`config.mk`:
```
export PLATFORM = sky130hd
export DESIGN_NAME = lvg_sequencer
export DESIGN_NICKNAME = d
export VERILOG_FILES = /design/src/rtl/lvg_sequencer_pkg.sv /design/src/rtl/lvg_sequencer_watchdog.sv /design/src/rtl/lvg_sequencer.sv
export SDC_FILE = /design/constraint.sdc
export NUM_CORES = 1
export LEC_CHECK = 0
export BUFFER_PORTS_ARGS = -buffer_cell sky130_fd_sc_hd__buf_2
export CORE_MARGIN = 2
export CORE_UTILIZATION = 25
export CTS_BUF_LIST = sky130_fd_sc_hd__clkbuf_4
export DETAILED_ROUTE_END_ITERATION = 6
export HOLD_SLACK_MARGIN = 0.12
export PLACE_DENSITY = 0.55
export SLEW_MARGIN = 40
export SYNTH_ARGS = -nofsm -noshare
export SYNTH_HDL_FRONTEND = slang
export SYNTH_HIERARCHICAL = 1
export SYNTH_SLANG_ARGS = --single-unit
```
`constraint.sdc`:
```
create_clock -name clk -period 4.25 [get_ports clk]
set_input_delay 0.85 -clock clk [delete_from_list [all_inputs] [get_ports clk]]
set_output_delay 0.85 -clock clk [all_outputs]
set_load 0.02 [all_outputs]
```
`src/rtl/lvg_sequencer_pkg.sv`:
```
// Shared opcode values, FSM state encoding and opcode classifier for the lvg instruction sequencer.
package lvg_sequencer_pkg;

  localparam logic [7:0] OP_NOP  = 8'h00;
  localparam logic [7:0] OP_LDA  = 8'h01;
  localparam logic [7:0] OP_LDB  = 8'h02;
  localparam logic [7:0] OP_LDC  = 8'h03;
  localparam logic [7:0] OP_ST   = 8'h04;
  localparam logic [7:0] OP_MM0  = 8'h05;
  localparam logic [7:0] OP_MM1  = 8'h06;
  localparam logic [7:0] OP_MM2  = 8'h07;
  localparam logic [7:0] OP_MM3  = 8'h08;
  localparam logic [7:0] OP_HALT = 8'hFF;

  typedef enum logic [2:0] {
    ST_IDLE, ST_FETCH, ST_DECODE, ST_MEM, ST_EXEC, ST_HALT, ST_ERR
  } seq_state_e;

  typedef enum logic [2:0] {
    CLS_NOP, CLS_LD, CLS_ST, CLS_CMP, CLS_HALT, CLS_ILL
  } op_class_e;

  function automatic op_class_e decode_op(input logic [7:0] op);
    op_class_e cls;
    case (op)
      OP_NOP:                       cls = CLS_NOP;
      OP_LDA, OP_LDB, OP_LDC:       cls = CLS_LD;
      OP_ST:                        cls = CLS_ST;
      OP_MM0, OP_MM1, OP_MM2, OP_MM3: cls = CLS_CMP;
      OP_HALT:                      cls = CLS_HALT;
      default:                      cls = CLS_ILL;
    endcase
    return cls;
  endfunction

endpackage

```
`src/rtl/lvg_sequencer_watchdog.sv`:
```
// EXEC watchdog: reloads to zero on load, counts while count is high, flags expiry on the
// TIMEOUT-th counted cycle.
module lvg_watchdog #(
  parameter int TIMEOUT = 64
) (
  input  logic clk,
  input  logic rst,
  input  logic load,
  input  logic count,
  output logic expire
);

  localparam int CW = (TIMEOUT > 1) ? $clog2(TIMEOUT) : 1;
  localparam logic [CW-1:0] CNT_MAX = CW'(TIMEOUT - 1);

  logic [CW-1:0] cnt_q, cnt_d;

  assign expire = count && (cnt_q == CNT_MAX);

  always_comb begin
    cnt_d = cnt_q;
    if (load)
      cnt_d = '0;
    else if (count && !expire)
      cnt_d = cnt_q + 1'b1;
  end

  always_ff @(posedge clk) begin
    if (!rst)
      cnt_q <= '0;
    else
      cnt_q <= cnt_d;
  end

endmodule

```
`src/rtl/lvg_sequencer.sv`:
```
// Instruction sequencer for the lvg systolic engine: fetch/decode FSM driving weight-memory
// strobes and a start/done handshake. Optional EXEC watchdog enabled by LVG_SEQ_TIMEOUT_EN.
module lvg_sequencer
  import lvg_sequencer_pkg::*;
#(
  parameter int AW      = 8,
  parameter int WAW     = 8,
  parameter int MEM_LAT = 1,
  parameter int TIMEOUT = 64
) (
  input  logic           clk,
  input  logic           rst,
  input  logic           go,
  output logic [AW-1:0]  instr_addr,
  input  logic [15:0]    instr_data,
  output logic [WAW-1:0] wmem_addr,
  output logic           wmem_rd,
  output logic           wmem_wr,
  output logic [7:0]     lvg_op,
  output logic           lvg_start,
  input  logic           lvg_done,
  output logic           busy,
  output logic           halted,
  output logic           err
);

  if (MEM_LAT < 1) begin : g_bad_mem_lat
    $error("MEM_LAT must be at least 1");
  end
  if (TIMEOUT < 1) begin : g_bad_timeout
    $error("TIMEOUT must be at least 1");
  end

  localparam int MCW = (MEM_LAT > 1) ? $clog2(MEM_LAT) : 1;
  localparam logic [MCW-1:0] MEM_CNT_INIT = MCW'(MEM_LAT - 1);

  seq_state_e     state_q, state_d;
  logic [AW-1:0]  pc_q, pc_d;
  logic [AW-1:0]  instr_addr_q, instr_addr_d;
  logic [WAW-1:0] wmem_addr_q, wmem_addr_d;
  logic           wmem_rd_q, wmem_rd_d;
  logic           wmem_wr_q, wmem_wr_d;
  logic [7:0]     lvg_op_q, lvg_op_d;
  logic           lvg_start_q, lvg_start_d;
  logic           busy_q, busy_d;
  logic           halted_q, halted_d;
  logic           err_q, err_d;
  logic [MCW-1:0] mem_cnt_q, mem_cnt_d;
  op_class_e      op_cls;

  assign op_cls = decode_op(instr_data[7:0]);

`ifdef LVG_SEQ_TIMEOUT_EN
  logic wd_expire;
  lvg_watchdog #(.TIMEOUT(TIMEOUT)) u_watchdog (
    .clk    (clk),
    .rst    (rst),
    .load   ((state_q == ST_DECODE) && (op_cls == CLS_CMP)),
    .count  (state_q == ST_EXEC),
    .expire (wd_expire)
  );
`else
  logic wd_expire;
  assign wd_expire = 1'b0;
`endif

  always_comb begin
    state_d      = state_q;
    pc_d         = pc_q;
    instr_addr_d = instr_addr_q;
    wmem_addr_d  = wmem_addr_q;
    wmem_rd_d    = 1'b0;
    wmem_wr_d    = 1'b0;
    lvg_op_d     = lvg_op_q;
    lvg_start_d  = 1'b0;
    halted_d     = halted_q;
    err_d        = err_q;
    mem_cnt_d    = mem_cnt_q;
    case (state_q)
      ST_IDLE, ST_HALT, ST_ERR: begin
        if (go) begin
          state_d  = ST_FETCH;
          pc_d     = '0;
          halted_d = 1'b0;
          err_d    = 1'b0;
        end
      end
      ST_FETCH: begin
        instr_addr_d = pc_q;
        state_d      = ST_DECODE;
      end
      ST_DECODE: begin
        pc_d     = pc_q + 1'b1;
        lvg_op_d = instr_data[7:0];
        case (op_cls)
          CLS_NOP: state_d = ST_FETCH;
          CLS_LD, CLS_ST: begin
            wmem_addr_d = WAW'(instr_data[15:8]);
            wmem_rd_d   = (op_cls == CLS_LD);
            wmem_wr_d   = (op_cls == CLS_ST);
            mem_cnt_d   = MEM_CNT_INIT;
            state_d     = ST_MEM;
          end
          CLS_CMP: begin
            lvg_start_d = 1'b1;
            state_d     = ST_EXEC;
          end
          CLS_HALT: begin
            halted_d = 1'b1;
            state_d  = ST_HALT;
          end
          default: begin
            err_d   = 1'b1;
            state_d = ST_ERR;
          end
        endcase
      end
      ST_MEM: begin
        // The strobe cycle is the first of the MEM_LAT wait cycles.
        if (mem_cnt_q == '0)
          state_d = ST_FETCH;
        else
          mem_cnt_d = mem_cnt_q - 1'b1;
      end
      ST_EXEC: begin
        // A done coinciding with our own start pulse belongs to an earlier op.
        if (lvg_done && !lvg_start_q) begin
          state_d = ST_FETCH;
        end else if (wd_expire) begin
          err_d   = 1'b1;
          state_d = ST_ERR;
        end
      end
      default: state_d = ST_IDLE;
    endcase
    busy_d = (state_d == ST_FETCH) || (state_d == ST_DECODE) ||
             (state_d == ST_MEM)   || (state_d == ST_EXEC);
  end

  always_ff @(posedge clk) begin
    if (!rst) begin
      state_q      <= ST_IDLE;
      pc_q         <= '0;
      instr_addr_q <= '0;
      wmem_addr_q  <= '0;
      wmem_rd_q    <= 1'b0;
      wmem_wr_q    <= 1'b0;
      lvg_op_q     <= '0;
      lvg_start_q  <= 1'b0;
      busy_q       <= 1'b0;
      halted_q     <= 1'b0;
      err_q        <= 1'b0;
      mem_cnt_q    <= '0;
    end else begin
      state_q      <= state_d;
      pc_q         <= pc_d;
      instr_addr_q <= instr_addr_d;
      wmem_addr_q  <= wmem_addr_d;
      wmem_rd_q    <= wmem_rd_d;
      wmem_wr_q    <= wmem_wr_d;
      lvg_op_q     <= lvg_op_d;
      lvg_start_q  <= lvg_start_d;
      busy_q       <= busy_d;
      halted_q     <= halted_d;
      err_q        <= err_d;
      mem_cnt_q    <= mem_cnt_d;
    end
  end

  assign instr_addr = instr_addr_q;
  assign wmem_addr  = wmem_addr_q;
  assign wmem_rd    = wmem_rd_q;
  assign wmem_wr    = wmem_wr_q;
  assign lvg_op     = lvg_op_q;
  assign lvg_start  = lvg_start_q;
  assign busy       = busy_q;
  assign halted     = halted_q;
  assign err        = err_q;

endmodule

```
Yosys cells after proc, flatten, opt, wreduce, memory -nomap -nowiden --
Index checks and enable logic that the tools add are counted.
Storage, ports and cells: output and inout bits 30, register bits after elaboration 42, word-level logic and storage cells 80
Cells by class: reduce and logical (&&, ||, !) cells 22, muxes and demuxes 17, equal/unequal tests 27, $add $sub $neg 2
Operators with widths (number):
- equality test 8 x 3 -> 1 bit (second input constant) | 4
- case mux 3 bit (5 select lines) | 2
- equality test 3 x 2 -> 1 bit (second input constant) | 6
- equality test 8 x 2 -> 1 bit (second input constant) | 2
- case mux 8 bit (2 select lines) | 1
- equality test 3 bit (second input constant) | 5
- case mux 3 bit (4 select lines) | 1
- equality test 3 x 1 -> 1 bit (second input constant) | 3
- two-way mux 3 bit | 3
- AND reduction 3 bit | 3
- adder 8 x 1 -> 8 bit (second input constant) | 1
- equality test 8 x 1 -> 1 bit (second input constant) | 1
- equality test 8 x 4 -> 1 bit (second input constant) | 1
- equality test 8 bit (second input constant) | 1
- zero test 8 bit | 1
- two-way mux 8 bit | 1
- inequality test 2 bit (second input constant) | 4
- AND reduction 2 bit | 4
- zero test 3 bit | 2
- two-way mux 1 bit | 6
- case mux 1 bit (2 select lines) | 3
- OR reduction 3 bit | 2
- OR reduction 5 bit | 1
- nonzero test 2 bit | 2
- 6 further kinds | 8

Longest topological paths before layout --
word-level depth 11, mapped depth 8, gate-level depth less buffers 5

Worst setup path before layout --
No wires, ideal clock.
kind in2reg, start input port instr_data[4], end register busy_q (netlist: busy), data arrival time 2285 ps, path buffers 1, cell stages on the path 6, path slack 1844 ps, path through or4_4 > nor2_2 > and4b_4 > buf_12 > nand4b_2 > mux2_4
Between the ends: longest elaborated chain between the ends 11, elaborated cells between the ends (all ways) 28
Ends and longest elaborated chain:
- start, declared | line lvg_sequencer.sv:15 | input logic [15:0] instr_data,
- equality test 8 x 3 -> 1 bit, or another cell as far along | line lvg_sequencer_pkg.sv:25 | case (op)
- OR reduction 4 bit / OR reduction 3 bit (equally long branches) | line lvg_sequencer_pkg.sv:25
- case mux 3 bit (5 select lines) * | line lvg_sequencer_pkg.sv:25
- equality test 3 x 1 -> 1 bit / equality test 3 x 2 -> 1 bit (equally long branches) | line lvg_sequencer.sv:95 | case (op_cls)
- OR reduction 2 bit | line lvg_sequencer.sv:95
- case mux 3 bit (4 select lines) * | line lvg_sequencer.sv:95
- case mux 3 bit (5 select lines) * | line lvg_sequencer.sv:79 | case (state_q)
- equality test 3 x 1 -> 1 bit / equality test 3 x 2 -> 1 bit (equally long branches) | line lvg_sequencer.sv:136 | busy_d = (state_d == ST_FETCH) || (state_d == ST_DECODE) ||
- logical OR 1 bit (2 in a row) | line lvg_sequencer.sv:136
- logical OR 1 bit * | line lvg_sequencer.sv:137 | (state_d == ST_MEM) || (state_d == ST_EXEC);
- end signal, assigned | line lvg_sequencer.sv:163 | busy_q <= busy_d;
- end, declared | line lvg_sequencer.sv:45 | logic busy_q, busy_d;
Mark *: on every way between the ends. The rest lies on a longest branch, timed or not. A chain may end at the register's enable or synchronous reset.

Worst setup path after layout --
start register state_q[2], end register busy_q (netlist: busy)
Between the ends: longest elaborated chain between the ends 7, elaborated cells between the ends (all ways) 19
Ends and longest elaborated chain:
- start, declared | line lvg_sequencer.sv:37 | seq_state_e state_q, state_d;
- start signal, assigned | line lvg_sequencer.sv:155 | state_q <= state_d;
- equality test 3 bit / zero test 3 bit (equally long branches) | line lvg_sequencer.sv:79
- OR reduction 3 bit | line lvg_sequencer.sv:79
- case mux 3 bit (5 select lines) * | line lvg_sequencer.sv:79
- equality test 3 x 1 -> 1 bit / equality test 3 x 2 -> 1 bit (equally long branches) | line lvg_sequencer.sv:136
- logical OR 1 bit (2 in a row) | line lvg_sequencer.sv:136
- logical OR 1 bit * | line lvg_sequencer.sv:137
Marked as above.

==> impl_metrics.json <==
{
  "setup_tns_ps": 0,
  "drc": 0,
  "cp_num_cells": 5,
  "io_buffers": 49,
  "ff2ff_path_depth": 5,
  "outcome": "completed",
  "avgRoutedWirePerCell_um": 12.4,
  "cts_resized": 0,
  "post-dp-hpwl_mm": 3.10,
  "worstSkewPairLatency_ps": 350,
  "period_share_pct": 56.1,
  "final_max_slew_viol_count": 0,
  "drive_gt1_share_pct": 26.1,
  "synth_flop_cell": "dfxtp_1",
  "syn_area_um2": 1800,
  "p_leak_nw": 0.886,
  "worst_slack_ps": 1870,
  "core_area_um2": 6870,
  "fmax_mhz": 420,
  "yosys_warnings": 6,
  "grt_pass1_vias": 1526,
  "slowest_stage": "dfxtp_1",
  "grt_first_pass_wirelength_mm": 7.25,
  "drt_wl_total_mm": 4.34,
  "crit_family": "simple AND/OR/NAND/NOR gates",
  "syn_inst": 208,
  "max_stage_delay_ps": 540,
  "vdd_drop_max_mv": 0.144,
  "path_cells": "nor2b_4 -> and2_1 -> and4b_4 -> nand4b_2 -> mux2_4",
  "rsz0062_at_grt": "false",
  "clock_skew_ps": 9.49,
  "cts_buffers": 5,
  "ctsHoldBuffers": 0,
  "min_path_type": "reg2reg",
  "first_pass_iters": 4,
  "path_class": "reg2reg",
  "vias": 1608,
  "place_ws_ps": 1620,
  "slew_headroom_pct": 55.5,
  "htree_num_levels": 2,
  "syn-num-nets": 229,
  "cts_root_buf": "clkbuf_4",
  "hold_viol_final": 0,
  "nets": 274,
  "grt_max_degree": 36,
  "path_max_fanout": 17,
  "post_cts_buffers": 0,
  "path_buf_inv": 0,
  "area_growth_syn_to_layout_pct": 20.3,
  "die-area_um2": 7880,
  "die_h_um": 88.8,
  "num_rows": 30,
  "cp.arrival_ps": 2630,
  "start_util_pct": 26.2,
  "min_path_cells": 2,
  "seq_area_frac_synth_pct": 45.7,
  "cts.sinks": 41,
  "start_kind": "flip-flop",
  "avgSynthCellArea_um2": 8.64,
  "ys_types": 46,
  "endpoint_kind": "flip-flop",
  "synth-seq-cells": 41,
  "ys_async_sr_fraction_pct": 0,
  "pwr_density_cell_nw_per_um2": 370,
  "grt-ovfl-total": 0,
  "cts_tree": "yes",
  "worstMarginPinSlew_ps": 667,
  "ant_nets": 0,
  "clk_path_buf_depth": 2,
  "crit_required_ps": 4500,
  "path_clk_slew_ps": 120,
  "post-route-min-period_ps": 2380,
  "antenna_found_initial": 0,
  "synth_edf_count": 0,
  "place.gp.congestion": 0.726,
  "place_inst": 342,
  "instances_no_fill": 349,
  "max-cap-violations": 0,
  "io_pins": 50,
  "drtIter0Drc": 92,
  "die_w_um": 88.8,
  "antenna-diode-count": 0,
  "track_usage_pct": 11.9,
  "final_common_cell": "buf_2",
  "finalSetupViolCount": 0,
  "vias_per_cell": 4.61,
  "final_cell_mix": "buf_2, dfxtp_1, nand2_1"
}
==> kinds of logic (layout without fill, tap and decap cells) <==
logic type	Yosys count	after routing	share of synthesized area, %
DFF	41	41	45.7
muxes	10	10	5.85
buffers and inverters	14	59	4.94
xor gates and xnor gates	1	1	0.906
adders and majority gates	1	1	0.696
and+or+nand+nor	88	88	25.4
AOI/OAI and AO/OA	53	53	16.5
==> tightest hold or removal path: stages, from the launching register on <==
cell,delay (ps)
dfxtp_1,330
nand2_1,50
a21oi_1,50
==> layer usage <==
metal	share of wire (%)	track usage [%]	wire, um	up-vias
met5	0	0	0	-
met4	1.7	4.96	74	0
met3	5.2	2.80	226	8
met2	47	19.2	2030	44
met1	46	15.2	2010	739
li1	-	-	-	817
==> state kept, by name, indices dropped and copies added, names as in the netlist <==
register and flops:
instr_addr 8, lvg_op 8, pc_q 8, wmem_addr 8, state_q 3, busy 1
err 1, halted 1, lvg_start 1, wmem_rd 1, wmem_wr 1
==> worst paths after layout <==
path / start / to / slack, ps
hold / removal: lvg_op[6] / lvg_op[6] / 460
setup / recovery: state_q[2] / busy / 1870
setup reg to reg: state_q[2] / busy / 1870
hold reg to reg: lvg_op[6] / lvg_op[6] / 460
==> synthesized netlist by cell type, types with 2 or more instances <==
| master | count | share of area [%] |
|---|---|---|
| a21oi_1 | 29 | 8.1 |
| a31oi_1 | 2 | 0.70 |
| and3_1 | 4 | 1.4 |
| buf_6 | 2 | 1.3 |
| clkbuf_1 | 7 | 1.5 |
| dfxtp_1 | 41 | 46 |
| mux2i_1 | 9 | 5.0 |
| nand2_1 | 32 | 6.7 |
| nand2b_1 | 4 | 1.4 |
| nand3_1 | 4 | 1.1 |
| nand4_1 | 4 | 1.4 |
| nor2_1 | 20 | 4.2 |
| nor2b_1 | 2 | 0.70 |
| nor3_1 | 3 | 0.84 |
| nor3b_1 | 2 | 0.84 |
| o21a_1 | 2 | 0.84 |
| o21ai_0 | 10 | 2.8 |
| o21ai_1 | 3 | 0.84 |
==> per-stage QoR <==
step	utilization (%)	area, um^2	power (W)	hold slack [ps]
2_1_floorplan	-	1800	0.000523	441
3_3_place_gp	30.4	2090	0.000562	441
3_5_place_dp	30.4	2090	0.000563	450
4_1_cts	31.5	2160	0.000813	468
5_1_grt	31.5	2160	0.000847	487
6_report	31.5	2160	0.000800	463
==> cell type report <==
type | count | area, um^2
inverters | 2 | 7.51
multi-input cells | 153 | 887
clock buffers | 5 | 37.5
clock inverters | 2 | 35.0
well taps | 96 | 120
repair buffers | 50 | 253
fillers | 761 | 4710
flip-flops and latches | 41 | 821
==> report_power, final <==
part,leakage (nW),switching (W),internal [W]
registers,0.331,0.0000172,0.000399
clock network,0.0410,0.000127,0.000120
logic,0.513,0.0000864,0.0000502
total,0.886,0.000230,0.000569
No activity file was read; power rests on OpenSTA's default activity.
